--- src/rtl/cntdown_ctrl.sv ---
`default_nettype none
// ============================================================================
//  Module   : cntdown_ctrl
//  Purpose  : Two-digit BCD countdown timer controller. A prescaler divides
//             clk into one-second ticks. Each tick decrements the BCD value.
//             Reaching 00 raises the alarm.
//  Ports    : clk          - system clock (rising edge)
//             n_rst        - synchronous active-low reset
//             start        - load presets and (re)start counting
//             pause        - toggle RUN <-> PAUSE
//             clear        - abort to IDLE
//             load_tens/_ones - BCD presets (values above 9 clamp to 9)
//             one_sec_flag - one-cycle tick pulse while running
//             tens_out/ones_out - current BCD value
//             running      - high in RUN
//             alarm        - high in DONE
//             done_pulse   - single-cycle pulse on entry to DONE
//  Revision : 1.0 - initial release
// ============================================================================
module cntdown_ctrl #(
    parameter int TICK_DIV = 50000000
) (
    input  logic       clk,
    input  logic       n_rst,
    input  logic       start,
    input  logic       pause,
    input  logic       clear,
    input  logic [3:0] load_tens,
    input  logic [3:0] load_ones,
    output logic       one_sec_flag,
    output logic [3:0] tens_out,
    output logic [3:0] ones_out,
    output logic       running,
    output logic       alarm,
    output logic       done_pulse
);

    localparam int PW = (TICK_DIV > 2) ? $clog2(TICK_DIV) : 1;
    localparam logic [PW-1:0] PRESC_LAST = PW'(TICK_DIV - 1);

    typedef enum logic [1:0] {
        IDLE  = 2'd0,
        RUN   = 2'd1,
        PAUSE = 2'd2,
        DONE  = 2'd3
    } state_t;

    state_t        state_q, state_d;
    logic [PW-1:0] presc_q, presc_d;
    logic [3:0]    tens_q, tens_d;
    logic [3:0]    ones_q, ones_d;
    logic          flag_q, running_q, alarm_q, done_pulse_q;

    logic [3:0] ld_tens_w, ld_ones_w;
    logic       ld_zero_w;
    logic       tick_w;
    logic       last_sec_w;

    assign ld_tens_w  = (load_tens > 4'd9) ? 4'd9 : load_tens;
    assign ld_ones_w  = (load_ones > 4'd9) ? 4'd9 : load_ones;
    assign ld_zero_w  = (ld_tens_w == 4'd0) && (ld_ones_w == 4'd0);
    assign tick_w     = (state_q == RUN) && (presc_q == PRESC_LAST);
    // The only value whose decrement lands on 00.
    assign last_sec_w = (tens_q == 4'd0) && (ones_q == 4'd1);

    always_comb begin
        state_d = state_q;
        presc_d = presc_q;
        tens_d  = tens_q;
        ones_d  = ones_q;

        if (clear) begin
            // Loading here makes the first IDLE cycle already show the presets.
            state_d = IDLE;
            presc_d = '0;
            tens_d  = ld_tens_w;
            ones_d  = ld_ones_w;
        end else if (start) begin
            // Overrides any coincident tick: no decrement on this edge.
            presc_d = '0;
            tens_d  = ld_tens_w;
            ones_d  = ld_ones_w;
            state_d = ld_zero_w ? DONE : RUN;
        end else begin
            case (state_q)
                IDLE: begin
                    tens_d = ld_tens_w;
                    ones_d = ld_ones_w;
                end
                RUN: begin
                    // The cycle in which pause is requested still counts.
                    if (tick_w) begin
                        presc_d = '0;
                        if (ones_q != 4'd0) begin
                            ones_d = ones_q - 4'd1;
                        end else begin
                            ones_d = 4'd9;
                            tens_d = tens_q - 4'd1;
                        end
                    end else begin
                        presc_d = presc_q + PW'(1);
                    end
                    if (tick_w && last_sec_w) begin
                        state_d = DONE;
                    end else if (pause) begin
                        state_d = PAUSE;
                    end
                end
                PAUSE: begin
                    if (pause) begin
                        state_d = RUN;
                    end
                end
                DONE: begin
                    presc_d = '0;
                    tens_d  = 4'd0;
                    ones_d  = 4'd0;
                end
                default: begin
                    state_d = IDLE;
                end
            endcase
        end
    end

    always_ff @(posedge clk) begin
        if (!n_rst) begin
            state_q      <= IDLE;
            presc_q      <= '0;
            tens_q       <= 4'd0;
            ones_q       <= 4'd0;
            flag_q       <= 1'b0;
            running_q    <= 1'b0;
            alarm_q      <= 1'b0;
            done_pulse_q <= 1'b0;
        end else begin
            state_q      <= state_d;
            presc_q      <= presc_d;
            tens_q       <= tens_d;
            ones_q       <= ones_d;
            // Status outputs are computed from next state so they line up
            // with the state register.
            flag_q       <= (state_d == RUN) && (presc_d == PRESC_LAST);
            running_q    <= (state_d == RUN);
            alarm_q      <= (state_d == DONE);
            done_pulse_q <= (state_d == DONE) && (state_q != DONE);
        end
    end

    assign one_sec_flag = flag_q;
    assign tens_out     = tens_q;
    assign ones_out     = ones_q;
    assign running      = running_q;
    assign alarm        = alarm_q;
    assign done_pulse   = done_pulse_q;

endmodule
`default_nettype wire

--- config.mk ---
export PLATFORM = sky130hd
export DESIGN_NAME = cntdown_ctrl
export DESIGN_NICKNAME = d
export VERILOG_FILES = /design/src/rtl/cntdown_ctrl.sv
export SDC_FILE = /design/constraint.sdc
export NUM_CORES = 1
export LEC_CHECK = 0
export BUFFER_PORTS_ARGS = -buffer_cell sky130_fd_sc_hd__buf_2
export CAP_MARGIN = 10
export CORE_ASPECT_RATIO = 0.5
export CORE_MARGIN = 2
export CORE_UTILIZATION = 60
export CTS_CLUSTER_DIAMETER = 40
export CTS_CLUSTER_SIZE = 24
export DETAILED_ROUTE_END_ITERATION = 8
export PLACE_DENSITY = 0.79
export SLEW_MARGIN = 20
export SYNTH_ARGS = -nofsm -noshare
export SYNTH_HDL_FRONTEND = slang
export SYNTH_SLANG_ARGS = --single-unit
--- constraint.sdc ---
create_clock -name clk -period 4.91 [get_ports clk]
set_clock_uncertainty 0.1 [all_clocks]
set_input_delay 0.491 -clock clk [delete_from_list [all_inputs] [get_ports clk]]
set_output_delay 0.491 -clock clk [all_outputs]
set_load 0.005 [all_outputs]
### After elaboration in Yosys (flattened, before gate mapping)

Index checks and enable logic that the tools add are counted.

| word-level totals | value |
|---|---|
| bits in registers | 40 |
| bits of input ports | 13 |
| output and inout port bits | 12 |

| operators by class | value |
|---|---|
| $add $sub $neg | 3 |
| magnitude comparators | 2 |
| equal/unequal tests | 11 |
| muxes and demuxes | 23 |
| reduce and logical (&&, ||, !) cells | 14 |

Operator list:

| operator | count |
|---|---|
| $mux W26 | 3 |
| $eq A26 B26 Y1 const B | 2 |
| $pmux W26 S2 | 1 |
| $mux W4 | 10 |
| $add A26 B1 Y26 const B | 1 |
| $pmux W4 S3 | 2 |
| $logic_not A4 Y1 | 3 |
| $mux W2 | 6 |
| $gt A4 B4 Y1 const B | 2 |
| $ne A4 B4 Y1 const B | 2 |
| $sub A4 B1 Y4 const B | 2 |
| $eq A2 B2 Y1 const B | 3 |
| $logic_and A1 B1 Y1 | 6 |
| $reduce_bool A5 Y1 | 1 |
| $eq A2 B1 Y1 const B | 2 |
| $eq A4 B1 Y1 const B | 1 |
| $pmux W2 S2 | 1 |
| $reduce_bool A4 Y1 | 1 |
| $reduce_and A3 Y1 | 1 |
| $logic_not A2 Y1 | 1 |
| $ne A2 B2 Y1 const B | 1 |
| $reduce_and A2 Y1 | 1 |

### Depth between registers and ports, before layout

Gate-level depths: netlist of the first run.

| logic depth | value |
|---|---|
| depth after elaboration | 9 |
| mapped depth | 10 |
| gate-level depth less buffers | 8 |

### Worst setup path after synthesis of the first run

OpenSTA, ideal clock, no wires.

| path | value |
|---|---|
| path type | register to register |
| from | register state_q[1] |
| to | register flag_q, in the netlist one_sec_flag |
| arrival time | 2.216 ns |
| data required time | 4.722 ns |
| setup slack | 2.506 ns |
| cell stages (with the launch flop) | 10 |
| clock period less this slack | 2.404 ns |
| cell sequence | dfxtp_1 > inv_1 > ha_1 > buf_2 > o211ai_1 > or4_1 > or4_1 > a31oi_1 > o311ai_1 > nor4_2 |

| on the way | value |
|---|---|
| cells in the longest elaborated chain, start to end | 9 |

Ends and longest elaborated chain:

| item | RTL line | source |
|---|---|---|
| start, declared | 48 | `state_t state_q, state_d;` |
| start signal, assigned | 137 | `state_q <= state_d;` |
| parallel branches: the longest is 8 deep, another holds $mux W26 | - |  |
| $logic_and A1 B1 Y1 * | 143 | `flag_q <= (state_d == RUN) && (presc_d == PRESC_LAST);` |
| end signal, assigned | 143 |  |
| end, declared | 52 | `logic flag_q, running_q, alarm_q, done_pulse_q;` |

Every way passes the cells marked *.
A chain may end at the register's enable or synchronous reset.

### Final worst setup path of the first run

Ends and elaborated chain as after synthesis.

==> metrics.md, run 1 <==
| Metric | Value |
|---|---|
| Cell count of the worst hold path | 2 |
| Synth Register Bits | 40 |
| Clock tree sinks | 40 |
| Period minus WS final | 3.08 ns |
| Wire per inst | 16.2 um |
| Hold Buf Count CTS | 0 |
| Top-count cell post-synth | nor2_1 |
| Total Nets Final | 355 |
| HPWL after DPL | 4570 um |
| Synth Area in Adders | 4.46% |
| Port bufs | 24 |
| Fraction of layout cells with a size suffix above 1 | 13.5% |
| Sequential share of the synthesized area | 31.7% |
| IO Pins | 25 |
| RR Startpoint | state_q[1]$_SDFF_PN0_ |
| Mux cell area share after synthesis | less than 1% |
| CTS tree | yes |
| Reg2Reg Depth | 8 |
| Worst slew pin tran | 0.934 ns |
| Worst setup EP type | register |
| Largest net degree at the start of global routing | 20 |
| Max_cap viols | 0 |
| Die area | between 4000 and 5000 um2 |
| Core ar. | around 4000 um2 |
| Max-slew violation count | 0 |
| Critical path type | register to register |
| Mapped Area | 2530 um2 |
| Reg clk slew, reported paths | 0.08 ns |
| Setup bufs post-CTS | 0 |
| Post-synth EDFFs | 0 |
| Via count | 2474 |
| H-tree level count | 2 |
| Startpoint of the worst hold path | n_rst |
| Antenna cells | 0 |
| Antenna viol nets, final | 0 |
| DRC Markers | 0 |
| Hold Vio Cnt, Final | 0 |
| Pleak | 0.000963 uW |
| Setup TNS | 0 ns |
| Crit path launch type | register |
| Pwr dens | 248 nW/um2 |
| Peak VDD IR | 0.159 mV |
| Mapped Nets | 334 |
| Vias per cell | 6.38 |
| Synth Area in Compound Gates | 19.8% |
| Fmax | 325 MHz |
| Antenna violations before repair | 0 |
| Setup violations, final | 0 |
| GP Congestion | 1.00 |
| Area Growth Syn to Fin | 10.4% |
| Mean Syn Cell Area | 8.10 um2 |
| Xor and xnor area share after synthesis | 6.24% |
| Clock insertion delay at the later pin of the skew report | 0.30 ns |
| Final non-filler cell total | a little under 400 |
| Max Fanout on Critical Path | 18 |
| Gr ovfl total | 0 |
| Post-synthesis simple-gate area fraction | about a third |
| Worst path required time | 5.02 ns |
| Synth area leaders | dfxtp_1, nor2_1, ha_1 |
| Num CTS Buffers | 5 |
| Root buffer cell | clkbuf_8 |
| Die height | 49.9 um |
| Yosys top cell area share | 31.7% |
| Cell row count | 16 |
| Initial Util | 63.8% |
| Die Width | ~96 um |
| First-pass GRT wire length | 10300 um |
| Slew HR | 37.2% |
| Drt pass-1 iters | 5 |
| # fillers | 333 |
| Syn Inst Count | about 310 |
| Placed insts | 380 |
| Critical Path Source | state_q[1]$_SDFF_PN0_ |
| Initial DRC Count | 346 |
| Ys async rst share | 0% |
| Max Root-Sink Buffers | 2 |
| Overall global routing resource usage | between 20% and 30% |
| Worst EP arrival | 3.19 ns |
| Tot Pwr | 691 uW |
| Status | finished clean |
| RSZ-0062 raised after global routing | false |
| Worst min path class | input port to register |
| Fin crit share | 62.6% |
| Synth cell types | 60 |
| Main combinational cell family by area after synthesis | simple AND/OR/NAND/NOR gates |
| PostCTS Resize Cnt | 0 |
| Vias in the first global route | 2185 |
| Top cells by count, synth | nor2_1, dfxtp_1, a21oi_1 |
| Cell taking the most area after synthesis | dfxtp_1 |
| Synth warn | 0 |
| Final WL | 6290 um |
| WHS | 0.355 ns |
| Fin util | 70.4% |
| Prevailing post-synth register cell | dfxtp_1 |
[sequential cells by signal (all words and copies together) (netlist names)]
register	flops
presc_q	26
running	1
ones_out	4
tens_out	4
alarm	1
one_sec_flag	1
done_pulse	1
state_q	2
[cells by family after synthesis]
family / Yosys count
and+or+nand+nor: 148
AOI/OAI and AO/OA: 74
DFF: 40
buffers and inverters: 21
xor gates and xnor gates: 18
adders and majority gates: 9
muxes: 2
[final cells by class]
cell class | count | area (um2) | area share [%]
inverters | 11 | 41.3 | 1.48
multi-input cells | 251 | 1640 | 58.6
flip-flops and latches | 40 | 801 | 28.7
clock inverters | 1 | 30.0 | 1.08
well taps | 54 | 67.6 | 2.42
repair buffers | 24 | 120 | 4.30
clock buffers | 7 | 96.3 | 3.45
[cells in the final DEF, fill, tap and decap left out, types with 3 or more instances in the layout]
master and instances:
a41oi_1 3, clkbuf_8 7, buf_2 24, or3_1 7, a211oi_1 7, nor4_1 5, xor2_1 11, nand3_1 11
a21oi_1 19, and2_1 8, xnor2_1 7, nand4_1 10, o31ai_1 3, and3_1 4, inv_1 10, nor2b_1 7
o21ai_0 17, or4_1 6, nor2_1 41, dfxtp_1 40, nand2_1 17, nor3_1 13, ha_1 9
[per-layer routing]
| layer | wire length [um] | global-route usage [%] | vias up |
|---|---|---|---|
| li1 | - | - | 1194 |
| met1 | 3070 | 39.5 | 1157 |
| met2 | 2710 | 43.1 | 106 |
| met3 | 424 | 6.27 | 17 |
| met4 | 84 | 6.67 | 0 |
| met5 | 0 | 0 | - |
[metrics by stage]
stage,setup WS [ns],cell area (um2)
CTS,1.88,2790
global placement,2.06,2670
detailed placement,1.92,2670
global route,1.62,2790
floorplan,2.51,2530
finish,1.83,2790
[report_power, final]
| part | internal, uW | switching, uW |
|---|---|---|
| clock network | 179 | 115 |
| registers | 330 | 6.27 |
| logic | 24.4 | 36.7 |
[worst max-delay path, stage by stage (launching register included)]
cell and delay, ns:
dfxtp_1 0.34, inv_1 0.10, ha_1 0.50, o211ai_1 0.34, or4_1 0.60, or3_1 0.35, a21boi_0 0.27, nand4_1 0.15
nor4_2 0.23
[worst paths after layout]
kind / to / slack (ns)
max: one_sec_flag$_SDFF_PN0_ / 1.83
min: state_q[1]$_SDFF_PN0_ / 0.36
max reg2reg: one_sec_flag$_SDFF_PN0_ / 1.83
min reg2reg: presc_q[25]$_SDFF_PN0_ / 0.43
Power figures use the tool's default switching activity.
==> inputs of run 2 (changes only) <==
- ABC_AREA: unset -> 1
- PLACE_DENSITY: 0.79 -> 0.78
- clock period: 4.91 -> 3.05 ns (I/O delays scaled with it)
==> metrics.md, run 2 <==
| Metric | Value |
|---|---|
| Setup crit end | one_sec_flag$_SDFF_PN0_ (unchanged) |
| Initial DRC Count | 247 (was 346) |
| Mean Syn Cell Area | 6.08 um2 (was 8.10 um2) |
| Reg2Reg Depth | 14 (was 8) |
| Wire per inst | 14.0 um (was 16.2 um) |
| Hold Buf Count CTS | 0 (unchanged) |
| Worst EP arrival | 2.62 ns (was 3.19 ns) |
| Max Fanout on Critical Path | 21 (was 18) |
| Crit path cell chain | inv_1, ha_1, nor2_2, inv_2, nand4_1, nand2_1, nand2_1, nor2_1, nand2_1, nor2_1, nand2_1, nor2_1, nand3_1, nor2_1 (was inv_1, ha_1, o211ai_1, or4_1, or3_1, a21boi_0, nand4_1, nor4_2) |
| Peak VDD IR | 0.210 mV (was 0.159 mV) |
| Port bufs | 24 (unchanged) |
| Clock tree sinks | 40 (unchanged) |
| Reg clk slew, reported paths | 0.08 ns (about the same) |
| Delay-heaviest family, CP | simple AND/OR/NAND/NOR gates (unchanged) |
| Worst path required time | 3.17 ns (was 5.02 ns) |
| RR Startpoint | state_q[1]$_SDFF_PN0_ (unchanged) |
| Core ar. | 4400 um2 (was 3960 um2) |
| PnR worst setup slack | 0.553 ns (was 1.83 ns) |
| Setup TNS | 0 ns (unchanged) |
| Initial Util | 62.3% (was 63.8%) |
| Fin crit share | 81.9% (was 62.6%) |
| Post-DP Area | 2910 um2 (was 2670 um2) |
| Synth Register Bits | 40 (unchanged) |
| Final WL | 7480 um (was 6290 um) |
| Synth cell types | 40 (was 60) |
| Prevailing post-synth register cell | dfxtp_1 (unchanged) |
| Commonest non-fill, non-tap cell in the layout | nand2_1 (was nor2_1) |
| GP Congestion | 0.964 (was 1.00) |
| Top-count cell post-synth | nand2_1 (was nor2_1) |
| Post-synth EDFFs | 0 (unchanged) |
| Pwr dens | 342 nW/um2 (was 248 nW/um2) |
| Largest stage delay, worst path | 0.34 ns (was 0.60 ns) |
| Critical path's slowest cell | dfxtp_1 (was or4_1) |
| Setup violations, final | 0 (unchanged) |
| Mapped Nets | 473 (was 334) |
| PostCTS Resize Cnt | 0 (unchanged) |
| WP depth | 14 (was 8) |
| Mapped Area | 2740 um2 (was 2530 um2) |
| Drt pass-1 iters | 6 (was 5) |
| IO Pins | 25 (unchanged) |
| Pleak | 0.00127 uW (was 0.000963 uW) |
| Sequential share of the synthesized area | 29.2% (was 31.7%) |
| Setup bufs post-CTS | 0 (unchanged) |
| Overall global routing resource usage | 30.7% (was 27.9%) |
| Status | finished clean (unchanged) |
| Crit path launch type | register (unchanged) |
| Fmax | 400 MHz (was 325 MHz) |
| Tot Pwr | 1020 uW (was 691 uW) |
| Max_cap viols | 0 (unchanged) |
| # fillers | 406 (was 333) |
| First-pass GRT wire length | 12500 um (was 10300 um) |
| FF-to-FF End | one_sec_flag$_SDFF_PN0_ (unchanged) |
| Vias in the first global route | 2737 (was 2185) |
| Critical Path Source | state_q[1]$_SDFF_PN0_ (unchanged) |
| H-tree level count | 2 (unchanged) |
| Ys async rst share | 0% (unchanged) |
| Register name with the most flops | presc_q (unchanged) |
| Antenna cells | 0 (unchanged) |
| Slew HR | 64.6% (was 37.2%) |
| Vias per cell | 5.60 (was 6.38) |
| Most frequent cells in the layout | nand2_1, nor2_1, inv_1 (was nor2_1, dfxtp_1, buf_2) |
| Flop2flop setup slack | 0.55 ns (was 1.83 ns) |
| Gr ovfl total | 0 (unchanged) |
| RSZ-0062 raised after global routing | false (unchanged) |
| Post-route cell area | 2990 um2 (was 2790 um2) |
| Clock insertion delay at the later pin of the skew report | 0.29 ns (was 0.30 ns) |
| Synth warn | 0 (unchanged) |
| Total Nets Final | 500 (was 355) |
| Syn Inst Count | 451 (was 312) |
| Max FFs per register | 26 (unchanged) |
| Period minus WS final | 2.50 ns (was 3.08 ns) |
| Top cells by count, synth | nand2_1, nor2_1, inv_1 (was nor2_1, dfxtp_1, a21oi_1) |
| DRC Markers | 0 (unchanged) |
| Cell row count | 17 (was 16) |
| Worst setup EP type | register (unchanged) |
| Die Width | 99.6 um (was 95.8 um) |
| Num CTS Buffers | 5 (unchanged) |
| HPWL after DPL | 5870 um (was 4570 um) |
| WHS | 0.204 ns (was 0.355 ns) |
| Max-slew violation count | 0 (unchanged) |
| Critical path type | register to register (unchanged) |
| Worst min path class | input port to register (unchanged) |
| Area Growth Syn to Fin | 8.89% (was 10.4%) |
| Die height | 51.8 um (was 49.9 um) |
| Die area | 5160 um2 (was 4780 um2) |
| Hold Vio Cnt, Final | 0 (unchanged) |
| Setup WS pre-CTS | 0.616 ns (was 1.92 ns) |
| CTS tree | yes (unchanged) |
| Worst slew pin tran | 0.529 ns (was 0.934 ns) |
| Antenna violations before repair | 0 (unchanged) |
| Antenna viol nets, final | 0 (unchanged) |
| Root buffer cell | clkbuf_8 (unchanged) |
| Largest net degree at the start of global routing | 22 (was 20) |
| CP Buf/Inv Count | 2 (was 1) |
| Synth area leaders | dfxtp_1, nand2_1, nor2_1 (was dfxtp_1, nor2_1, ha_1) |
| Yosys top cell area share | 29.2% (was 31.7%) |
| Fraction of layout cells with a size suffix above 1 | 11.3% (was 13.5%) |
| Max Root-Sink Buffers | 2 (unchanged) |
| Via count | 2998 (was 2474) |
| Cell taking the most area after synthesis | dfxtp_1 (unchanged) |
[run 2: changes by cell type after synthesis, sizes merged, moves of 7 or more]
cell    previous run  this run
nor3              14         6
a211oi             7         0
nor2b              7         0
nand2             17       112
xor2              11         4
nor4               7         0
and2               8         0
nand3             12        41
inv               10        63
nor2              41       102
or3                7         0
[run 2: final cells by class]
class / instances / area (um2) / share of cell area (%)
clock buffers: 6 / 72.6 / 2.43
well taps: 57 / 71.3 / 2.39
inverters: 65 / 244 / 8.17
repair buffers: 26 / 135 / 4.52
clock inverters: 1 / 5.00 / 0.168
multi-input cells: 340 / 1660 / 55.5
flip-flops and latches: 40 / 801 / 26.8
[run 2: cells by family after synthesis]
logic type | Yosys count | share of synthesized area [%]
fa+ha+maj | 9 | 4.10
xor+xnor | 5 | 1.60
flops | 40 | 29.2
compound gates | 52 | 11.2
simple gates | 274 | 43.6
buf+inv | 71 | 10.4
[run 2: worst register-to-register path, delay by kind of cell (launching register included)]
kind / cells / cell delay [ns]
fa+ha+maj: 1 / 0.32
buf+inv: 2 / 0.41
simple gates: 11 / 1.27
flops: 1 / 0.34
[run 2: stage by stage]
| step | std cells | utilization, % |
|---|---|---|
| 2_1_floorplan | 451 | - |
| 6_report | 535 | 67.9 |
| 3_3_place_gp | 528 | 66.1 |
| 5_1_grt | 535 | 67.9 |
| 4_1_cts | 535 | 67.9 |
| 3_5_place_dp | 528 | 66.1 |
[run 2: worst min path at each step]
stage | startpoint | cells after the start | to
floorplan | load_ones[3] | 2 | ones_out[3]$_SDFFE_PN0P_
global route | load_ones[3] | 3 | ones_out[3]$_SDFFE_PN0P_
finish | load_ones[3] | 3 | ones_out[3]$_SDFFE_PN0P_
CTS | load_ones[3] | 3 | ones_out[3]$_SDFFE_PN0P_
global placement | tens_out[1]$_SDFFE_PN0P_ | 2 | tens_out[1]$_SDFFE_PN0P_
detailed placement | tens_out[1]$_SDFFE_PN0P_ | 2 | tens_out[1]$_SDFFE_PN0P_
[run 2: metal layers]
layer  up-vias  routed length [um]  GRT usage [%]
li1       1487                   -              -
met1      1347                3600           43.3
met2       147                3030           48.4
met3        17                 751           7.53
met4         0                 103           5.71
met5         -                   0              0
[run 2: report_power, final]
group          switching, uW  internal [uW]
logic                   89.0           48.3
registers               10.6            533
clock network            185            156
total                    284            737
